<file path="src/rtl/fb_pc_unit_pkg.sv">
// fb_pc_unit_pkg
//   Shared defaults and types for the Firebird program-counter unit.
//   FB_* localparams are the default build values for the top-level
//   parameters (32-bit PC, reset at 0, trap vector 0x100, byte step 4,
//   four-entry return-address stack).
package fb_pc_unit_pkg;

  localparam int          FB_XLEN       = 32;
  localparam logic [31:0] FB_RESET_ADDR = 32'h0000_0000;
  localparam logic [31:0] FB_TRAP_ADDR  = 32'h0000_0100;
  localparam int          FB_PC_STEP    = 4;
  localparam int          FB_RAS_DEPTH  = 4;

  // Which source wins the next-PC mux, highest priority first.
  typedef enum logic [2:0] {
    PC_SEL_TRAP,
    PC_SEL_REDIRECT,
    PC_SEL_HOLD,
    PC_SEL_POP,
    PC_SEL_SEQ
  } pc_sel_e;

endpackage

</file>
<file path="src/rtl/fb_pc_unit_ras.sv">
// fb_ras
//   Circular return-address stack.
//   ptr points at the next free slot; the top entry is ptr-1. Pushing when
//   full overwrites the oldest entry and count saturates at RAS_DEPTH.
// Ports
//   clk, pc_reset_n : clock and asynchronous active-low reset
//   clear           : drop all entries (trap)
//   push            : write push_data at ptr, advance ptr
//   pop             : retreat ptr (count must be non-zero)
//   replace         : overwrite the top entry with push_data
//   push_data       : data for push/replace
//   top             : current top entry (meaningless when count is 0)
//   count           : number of valid entries
module fb_ras #(
  parameter int XLEN      = 32,
  parameter int RAS_DEPTH = 4
) (
  input  logic                       clk,
  input  logic                       pc_reset_n,
  input  logic                       clear,
  input  logic                       push,
  input  logic                       pop,
  input  logic                       replace,
  input  logic [XLEN-1:0]            push_data,
  output logic [XLEN-1:0]            top,
  output logic [$clog2(RAS_DEPTH):0] count
);

  localparam int PW = $clog2(RAS_DEPTH);
  localparam int CW = PW + 1;
  localparam logic [CW-1:0] FULL = CW'(RAS_DEPTH);

  logic [XLEN-1:0] mem [RAS_DEPTH];
  logic [PW-1:0]   ptr;
  logic [PW-1:0]   top_idx;

  // Power-of-two depth makes the pointer wrap for free.
  assign top_idx = ptr - PW'(1);
  assign top     = mem[top_idx];

  always_ff @(posedge clk or negedge pc_reset_n) begin
    if (!pc_reset_n) begin
      ptr   <= '0;
      count <= '0;
    end else if (clear) begin
      ptr   <= '0;
      count <= '0;
    end else if (push) begin
      ptr <= ptr + PW'(1);
      if (count != FULL) count <= count + CW'(1);
    end else if (pop) begin
      ptr   <= top_idx;
      count <= count - CW'(1);
    end
  end

  // Storage is qualified by count, so it needs no reset.
  always_ff @(posedge clk) begin
    if (push && !clear) begin
      mem[ptr] <= push_data;
    end else if (replace && !clear) begin
      mem[top_idx] <= push_data;
    end
  end

endmodule

</file>
<file path="src/rtl/fb_pc_unit.sv">
// fb_pc_unit
//   Program counter for the Firebird fetch path. Selects the next PC from
//   trap vector, branch redirect, hold, RAS-predicted return or sequential
//   increment, and registers it with one cycle of latency.
// Ports
//   clk, pc_reset_n : clock and asynchronous active-low reset
//   pc_stall        : hold the PC (hazard)
//   fetch_ready     : fetch stage accepts pc_out this cycle
//   redirect_valid  : resolved branch/jump, target on redirect_addr
//   trap_req        : exception/interrupt, vector to TRAP_ADDR
//   call_hint       : accepted PC is a call, push pc_out+STEP
//   ret_hint        : accepted PC is a return, pop RAS as next PC
//   pc_out/pc_valid : registered fetch address and its valid
//   pc_next         : combinational value pc_out takes at the next edge
//   ras_count       : valid RAS entries
module fb_pc_unit
  import fb_pc_unit_pkg::*;
#(
  parameter int              XLEN       = FB_XLEN,
  parameter logic [XLEN-1:0] RESET_ADDR = XLEN'(FB_RESET_ADDR),
  parameter logic [XLEN-1:0] TRAP_ADDR  = XLEN'(FB_TRAP_ADDR),
  parameter int              STEP       = FB_PC_STEP,
  parameter int              RAS_DEPTH  = FB_RAS_DEPTH
) (
  input  logic                       clk,
  input  logic                       pc_reset_n,
  input  logic                       pc_stall,
  input  logic                       fetch_ready,
  input  logic                       redirect_valid,
  input  logic [XLEN-1:0]            redirect_addr,
  input  logic                       trap_req,
  input  logic                       call_hint,
  input  logic                       ret_hint,
  output logic [XLEN-1:0]            pc_out,
  output logic                       pc_valid,
  output logic [XLEN-1:0]            pc_next,
  output logic [$clog2(RAS_DEPTH):0] ras_count
);

  logic            accept;
  logic            ras_nonempty;
  logic [XLEN-1:0] pc_seq;
  logic [XLEN-1:0] ras_top;
  logic            ras_clear;
  logic            ras_push;
  logic            ras_pop;
  logic            ras_replace;
  pc_sel_e         sel;

  assign accept       = pc_valid & fetch_ready & ~pc_stall;
  assign ras_nonempty = (ras_count != '0);
  // Modulo 2^XLEN: the top of the address space silently wraps to 0.
  assign pc_seq       = pc_out + XLEN'(STEP);

  always_comb begin
    sel = PC_SEL_SEQ;
    if (trap_req)                                   sel = PC_SEL_TRAP;
    else if (redirect_valid)                        sel = PC_SEL_REDIRECT;
    else if (!accept)                               sel = PC_SEL_HOLD;
    else if (ret_hint && !call_hint && ras_nonempty) sel = PC_SEL_POP;
  end

  always_comb begin
    pc_next     = pc_out;
    ras_clear   = 1'b0;
    ras_push    = 1'b0;
    ras_pop     = 1'b0;
    ras_replace = 1'b0;
    case (sel)
      PC_SEL_TRAP: begin
        pc_next   = TRAP_ADDR;
        ras_clear = 1'b1;
      end
      PC_SEL_REDIRECT: pc_next = redirect_addr;
      PC_SEL_HOLD:     pc_next = pc_out;
      PC_SEL_POP: begin
        pc_next = ras_top;
        ras_pop = 1'b1;
      end
      default: begin
        pc_next = pc_seq;
        // A call that is also a return swaps the top frame instead of growing.
        if (call_hint) begin
          if (ret_hint && ras_nonempty) ras_replace = 1'b1;
          else                          ras_push    = 1'b1;
        end
      end
    endcase
  end

  always_ff @(posedge clk or negedge pc_reset_n) begin
    if (!pc_reset_n) begin
      pc_out   <= RESET_ADDR;
      pc_valid <= 1'b0;
    end else begin
      pc_out   <= pc_next;
      pc_valid <= 1'b1;
    end
  end

  fb_ras #(
    .XLEN      (XLEN),
    .RAS_DEPTH (RAS_DEPTH)
  ) u_ras (
    .clk        (clk),
    .pc_reset_n (pc_reset_n),
    .clear      (ras_clear),
    .push       (ras_push),
    .pop        (ras_pop),
    .replace    (ras_replace),
    .push_data  (pc_seq),
    .top        (ras_top),
    .count      (ras_count)
  );

endmodule

</file>
<file path="config.mk">
export PLATFORM = sky130hd
export DESIGN_NAME = fb_pc_unit
export DESIGN_NICKNAME = d
export VERILOG_FILES = /design/src/rtl/fb_pc_unit_pkg.sv /design/src/rtl/fb_pc_unit_ras.sv /design/src/rtl/fb_pc_unit.sv
export SDC_FILE = /design/constraint.sdc
export NUM_CORES = 1
export LEC_CHECK = 0
export CORE_ASPECT_RATIO = 2
export CORE_UTILIZATION = 59
export DETAILED_ROUTE_END_ITERATION = 10
export PLACE_DENSITY = 0.95
export SETUP_SLACK_MARGIN = 0.4
export SYNTH_ARGS = -nofsm -noshare
export SYNTH_HDL_FRONTEND = slang
export SYNTH_SLANG_ARGS = --single-unit
</file>
<file path="constraint.sdc">
create_clock -name clk -period 9.3 [get_ports clk]
set_input_delay 1.86 -clock clk [delete_from_list [all_inputs] [get_ports clk]]
set_output_delay 1.86 -clock clk [all_outputs]
set_load 0.01 [all_outputs]
</file>
==> flow_metrics.env, run 1 <==
export IMPL_vdd_drop_max_uv=205.1
export IMPL_ys_flop_type="edfxtp_1"
export IMPL_synth_cell_type_count=53
export IMPL_die_x_um=81.89
export IMPL_p_clk_share_pct=40.2
export IMPL_synth_edf_count=128
export IMPL_drc=1
export IMPL_hp_start="pc_out[0]"
export IMPL_syn_nets=578
export IMPL_r2r_start="u_ras.count[2]"
export IMPL_cp_startpoint="fetch_ready"
export IMPL_postSynthAreaPerCell_um2=14.05
export IMPL_path_buf_inv=2
export IMPL_grt_pass1_wl_um=32850
export IMPL_grt_total_usage_pct=35.24
export IMPL_clk_latency_ns=0.42
export IMPL_power_density_nw_per_um2=177.7
export IMPL_tns_ns=0
export IMPL_synth_seq_area_share_pct=63.67
export IMPL_place_gp_congestion=0.9235
export IMPL_synth_cells=536
export IMPL_wire_per_inst_um=27.27
export IMPL_io_buffer_count=107
export IMPL_power_mw=1.645
export IMPL_path_clk_slew_ns=0.06
export IMPL_postCtsSetupBuffers=0
export IMPL_drt_pass1_iterations=9
export IMPL_path_class="in -> out"
export IMPL_num_vias=5718
export IMPL_p_leak_nw=3.113
export IMPL_cts_hold_buf=0
export IMPL_grt_overflow_total=0
export IMPL_initial_core_util_pct=60.33
export IMPL_viasPerCell=7.148
export IMPL_endpoint_kind="output port"
export IMPL_worst_clock_skew_ns=0.01123
export IMPL_ys_ff_latch=166
export IMPL_post_cts_resized=0
export IMPL_slew_headroom_pct=8.620
export IMPL_highest_layer="met4"
export IMPL_drive_gt1_share_pct=13.54
export IMPL_wl_met2_um=11450
export IMPL_wl_um=21820
export IMPL_critPathArrivalTime_ns=5.63
export IMPL_synth_warnings=0
export IMPL_seqPwrFrac_pct=50.8
export IMPL_rows=58
export IMPL_hold_slack_ns=0.5620
export IMPL_clockBufferDepth=2
export IMPL_path_max_fanout=22
export IMPL_grt_max_degree=41
export IMPL_crit_chain="clkdlybuf4s50_1 > and3b_1 > nand3_1 > nor2_2 > nand2_1 > o31ai_1 > clkdlybuf4s50_1"
export IMPL_power_frac_comb_pct=9.0
export IMPL_wl_met3_um=2294
export IMPL_ioPinCount=108
export IMPL_cts_tree="yes"
export IMPL_final_cell_area_um2=9260
export IMPL_hp_class="reg -> reg"
export IMPL_detail_route_antenna_nets=0
export IMPL_sw_frac_of_total_pct=23.15
export IMPL_rsz0062_at_grt="false"
export IMPL_grt_pass1_vias=5761
export IMPL_diodes=0
export IMPL_core_area_um2=12480
export IMPL_p_int_mw=1.264
export IMPL_crit_path_max_incr_delay_ns=0.99
export IMPL_maxCapViolations=0
export IMPL_finalHoldViolCount=0
export IMPL_dr_first_iter_drc_count=931
export IMPL_syn_area_um2=7531
export IMPL_crit_slowest_cell="and3b_1"
export IMPL_min_period_over_period_pct=80.49
export IMPL_maxSlewViolCount=0
export IMPL_path_common_cell="clkdlybuf4s50_1"
export IMPL_start_kind="input pin"
export IMPL_setup_viol=0
export IMPL_status="finished, violations left"
export IMPL_cts_root_buf="clkbuf_16"
export IMPL_violations="DRC"
export IMPL_required_ns=7.44
export IMPL_antenna_found_initial=0
export IMPL_numCtsBuffers=17
export IMPL_worstMarginPinSlew_ns=1.369
export IMPL_fp_dieH_um=161.8
export IMPL_cts_num_sinks=166
export IMPL_die_area_um2=13250
export IMPL_placed_cell_area_um2=8716
export IMPL_post_dp_hpwl_um=13280
export IMPL_fin_crit_ns=7.486
export IMPL_netSwitchingPower_uw=380.8
export IMPL_clock_fmax_mhz=133.6
export IMPL_async_flop_share_pct=22.89
export IMPL_m1WireLength_um=6766
export IMPL_cp_top_family="simple AND/OR/NAND/NOR gates"
export IMPL_layout_nets=680
export IMPL_syn_to_final_growth_pct=22.96
export IMPL_h_tree_depth=4
==> cells in the mapped netlist (2+ instances only) <==
master     number  area [µm²]
nand4_1         9       56.30
nor2_1         23       86.33
buf_1           4       15.01
and4_1          3       26.28
buf_4           4       30.03
o21ai_0        25       125.1
dfrtp_1        38       950.9
buf_2           7       35.03
xnor2_1        25       219.0
edfxtp_1      128        3844
nor4_1          4       25.02
mux2i_1         4       40.04
nand2_1        51       191.4
a21oi_1        27       135.1
and2_1          6       37.54
o2bb2ai_1      13       113.9
a311oi_1        2       17.52
nand3b_1        3       22.52
mux4_2         32       720.7
nor3_1          7       35.03
xor2_1          6       52.55
and3_1         12       75.07
inv_1           9       33.78
and3_2          2       15.01
clkbuf_8        2       27.53
or3_1           3       18.77
nand3_1        24       120.1
clkbuf_1       16       60.06
o31a_1          2       17.52
o21a_1          9       67.56
o211ai_1        8       60.06
a31oi_1         7       43.79
==> logic make-up (layout without fill, tap and decap cells) <==
| kind of cell | after synthesis | count (layout) | share of synthesized area (%) |
|---|---|---|---|
| xor gates and xnor gates | 32 | 32 | 3.821 |
| muxes | 36 | 36 | 10.10 |
| DFF | 166 | 166 | 63.67 |
| other | 1 | 1 | 0.04979 |
| buffers and inverters | 43 | 157 | 2.741 |
| and+or+nand+nor | 156 | 156 | 10.65 |
| adders and majority gates | 2 | 2 | 0.4319 |
| AOI/OAI and AO/OA | 100 | 100 | 8.540 |
==> cell type report <==
class | count | area (µm²)
Fill cell | 734 | 3222
Multi-Input combinational cell | 327 | 2557
Clock buffer | 22 | 464.2
Sequential cell | 166 | 4796
Tap cell | 150 | 187.7
Inverter | 9 | 33.78
Timing Repair Buffer | 117 | 1141
Clock inverter | 9 | 80.08
==> worst register-to-register path: stages, from the launching register on <==
cell,delay (ns)
dfrtp_1,0.44
o31ai_2,0.95
nand2b_1,0.64
nand2_1,0.77
nand2_1,0.60
o2bb2ai_1,0.17
==> sequential cells by signal, indices dropped and copies added, names as in the netlist <==
signal / count
u_ras.count: 3
u_ras.mem: 128
pc_valid: 1
u_ras.ptr: 2
pc_out: 32
==> power groups by stage <==
stage | Combinational (mW) | Clock (mW) | Sequential [mW]
floorplan | 0.0597 | 0 | 0.847
global placement | 0.137 | 0 | 0.848
detailed placement | 0.143 | 0 | 0.849
CTS | 0.145 | 0.657 | 0.834
global route | 0.155 | 0.685 | 0.836
finish | 0.149 | 0.661 | 0.836
==> final timing paths <==
check | to | slack [ns] | cells past startpoint
setup / recovery | pc_next[9] | 1.81 | 7
hold / removal | u_ras.mem[1][0] | 0.56 | 0
setup reg to reg | pc_out[22] | 5.60 | 5
hold reg to reg | u_ras.mem[1][0] | 0.56 | 0
max in group asynchronous | u_ras.ptr[0] | 6.94 | 1
min in group asynchronous | pc_out[20] | 1.63 | 1
==> placed cells by master (no fill, tap or decap), drive strengths merged, types with 3 or more instances in the layout <==
cell type and count:
inv 9, and3 14, nor2 24, mux4 32, o2bb2ai 13, o211ai 8
nand3 25, clkinvlp 4, o21ai 25, clkbuf 22, edfxtp 128, clkdlybuf4s50 106
buf 11, or3 4, and2 6, nand4 10, o21a 9, nor3 7
dfrtp 38, xnor2 25, nor4 5, clkinv 4, nand3b 3, and4 3
nand2 51, mux2i 4, a21oi 27, a31oi 7, xor2 7
==> per-layer routing <==
layer  global-route usage, %  vias up
li1                        -     2248
met3                   6.910      125
met1                   42.87     2761
met2                   56.91      584
met5                       0        -
met4                   21.13        0
==> through the flow <==
| step | setup WS [ns] | util (%) | cells |
|---|---|---|---|
| 6_report | 1.814 | 74.19 | 800 |
| 5_1_grt | 1.752 | 74.19 | 800 |
| 4_1_cts | 1.990 | 74.19 | 800 |
| 3_5_place_dp | 2.041 | 69.83 | 769 |
| 3_3_place_gp | 2.170 | 69.83 | 769 |
| 2_1_floorplan | 4.408 | - | 536 |
No activity file was read; power rests on OpenSTA's default activity.
==> run 2: changes to the inputs <==
CORE_UTILIZATION = 49   (was 59)
PLACE_DENSITY = 0.86   (was 0.95)
clock period = 6.3 ns   (was 9.3 ns; I/O delays follow)
==> run 2 against run 1 <==
Compared with the run above: the flow now finishes without violations; highest routed layer unchanged; global-route usage fell by 8.0 points; worst hold slack better by 0.00098 ns; critical path type unchanged; utilization fell by 11 points; register-to-register slack got worse by 2.4 ns; total power increased by 48%; wire length down 7.5%; via count down 6.1%; setup slack worse by 0.63 ns; clock power up 50%; sequential cell count did not move.
==> flow_metrics.env, run 2 (synthesized netlist as in run 1, its figures left out) <==
export IMPL_layout_common_cells="128 x edfxtp_1, 106 x clkdlybuf4s50_1, 51 x nand2_1"
export IMPL_detail_route_antenna_nets=0
export IMPL_fin_crit_ns=5.120
export IMPL_min_to="u_ras.mem[1][0]"
export IMPL_seq_area_um2=4796
export IMPL_die_x_um=89.66
export IMPL_post_dp_hpwl_um=13640
export IMPL_grt_pass1_wl_um=30670
export IMPL_hold_path_depth=0
export IMPL_h_tree_depth=4
export IMPL_vdd_drop_max_uv=193.8
export IMPL_path_max_fanout=16
export IMPL_largest_register="u_ras.mem"
export IMPL_wire_per_inst_um=23.74
export IMPL_final_common_cell="edfxtp_1"
export IMPL_grt_total_usage_pct=27.25
export IMPL_viasPerCell=6.316
export IMPL_path_clk_slew_ns=0.06
export IMPL_min_period_over_period_pct=81.27
export IMPL_status="finished, final reports clean"
export IMPL_rows=63
export IMPL_maxSlewViolCount=0
export IMPL_path_class="in -> out"
export IMPL_setup_viol=0
export IMPL_start_kind="input pin"
export IMPL_path_buf_inv=4
export IMPL_maxCapViolations=0
export IMPL_multi_input_area_um2=2557
export IMPL_rsz0062_at_grt="false"
export IMPL_cp_num_cells=8
export IMPL_cts_num_sinks=166
export IMPL_layout_nets=684
export IMPL_reg2reg_depth=5
export IMPL_r2r_slack_ns=3.19
export IMPL_drive_gt1_share_pct=14.50
export IMPL_endpoint_kind="output port"
export IMPL_tns_ns=0
export IMPL_cts_root_buf="clkbuf_16"
export IMPL_antenna_found_initial=0
export IMPL_crit_slowest_cell="clkdlybuf4s50_1"
export IMPL_timing_rr_end="u_ras.mem[0][28]"
export IMPL_p_leak_nw=3.136
export IMPL_syn_to_final_growth_pct=24.42
export IMPL_cp_top_family="buffers and inverters"
export IMPL_finalHoldViolCount=0
export IMPL_clk_latency_ns=0.44
export IMPL_post_cts_resized=0
export IMPL_postCtsSetupBuffers=0
export IMPL_diodes=0
export IMPL_place_gp_congestion=0.9419
export IMPL_dr_first_iter_drc_count=580
export IMPL_utilization_pct=62.90
export IMPL_clockBufferDepth=2
export IMPL_fp_dieH_um=177.3
export IMPL_io_buffer_count=107
export IMPL_cts_hold_buf=0
export IMPL_drt_pass1_iterations=7
export IMPL_die_area_um2=15900
export IMPL_crit_path_max_incr_delay_ns=0.63
export IMPL_hp_class="reg -> reg"
export IMPL_worstMarginPinSlew_ns=1.304
export IMPL_hp_start="pc_out[0]"
export IMPL_initial_core_util_pct=50.55
export IMPL_r2r_start="u_ras.count[2]"
export IMPL_grt_overflow_total=0
export IMPL_grt_pass1_vias=5693
export IMPL_core_area_um2=14900
export IMPL_clock_fmax_mhz=195.3
export IMPL_ioPinCount=108
export IMPL_grt_max_degree=39
export IMPL_drc=0
export IMPL_largest_reg_flops=128
export IMPL_power_density_nw_per_um2=260.7
export IMPL_critPathArrivalTime_ns=3.86
export IMPL_slew_headroom_pct=12.87
export IMPL_worst_clock_skew_ns=0.01099
export IMPL_required_ns=5.04
export IMPL_num_vias=5369
export IMPL_largestRegisters="u_ras.mem x128, pc_out x32, u_ras.count x3"
export IMPL_numCtsBuffers=17
export IMPL_crit_chain="clkdlybuf4s50_1 > inv_1 > nand2b_1 > buf_4 > nand2_1 > nand2_1 > o2bb2ai_1 > clkdlybuf4s50_1"
export IMPL_cts_tree="yes"
export IMPL_wl_um=20180
export IMPL_fill_cells=1021
-- run 2: changes by cell type in the layout (fill, tap and decap cells not counted), sizes merged --
cell | previous run | this run
buf | 11 | 15
clkinvlp | 4 | 5
inv | 9 | 12
clkbuf | 22 | 19
-- run 2: metal layers --
layer  track usage [%]  routed length [µm]  vias to the layer above
li1                  -                   -                     2260
met1             29.56                6659                     2623
met2             46.31               10770                      382
met3             6.000                1620                      104
met4             17.99                1128                        0
met5                 0                   0                        -
-- run 2: cell type report --
type                       instances  share of cell area (%)
sequential                       166                   51.18
multi-input combinational        327                   27.29
timing repair buffer             121                   12.50
clock buffer                      19                   4.727
tap                              195                   2.604
clock inverter                    13                   1.335
inverter                           9                  0.3605
-- run 2: worst reg2reg max path: stages (launching register included) --
cell,delay (ns)
dfrtp_1,0.42
o31ai_2,0.79
xor2_1,0.28
nand3_1,0.21
nor2_2,0.60
buf_4,0.46
-- run 2: power by group --
part / internal (mW) / total [mW] / switching (mW)
Sequential: 1.20 / 1.23 / 0.0322
Clock: 0.558 / 0.993 / 0.435
Combinational: 0.105 / 0.215 / 0.110
Total: 1.87 / 2.44 / 0.577
-- run 2: through the flow --
step / setup WS (ns) / hold slack, ns / instance area [µm²] / total power [mW] / cells
2_1_floorplan: 2.118 / 0.4914 / 7531 / 1.339 / 536
3_5_place_dp: 1.244 / 0.5422 / 8802 / 1.468 / 818
6_report: 1.180 / 0.5630 / 9370 / 2.443 / 850
4_1_cts: 1.200 / 0.5632 / 9370 / 2.445 / 850
5_1_grt: 1.064 / 0.5867 / 9370 / 2.498 / 850
3_3_place_gp: 1.352 / 0.5222 / 8802 / 1.459 / 818
-- run 2: worst max-delay path by stage --
stage | startpoint | end
3_3_place_gp | ret_hint | pc_next[22]
2_1_floorplan | trap_req | u_ras.mem[1][0]
5_1_grt | call_hint | pc_next[27]
6_report | call_hint | pc_next[27]
4_1_cts | ret_hint | pc_next[27]
3_5_place_dp | ret_hint | pc_next[27]
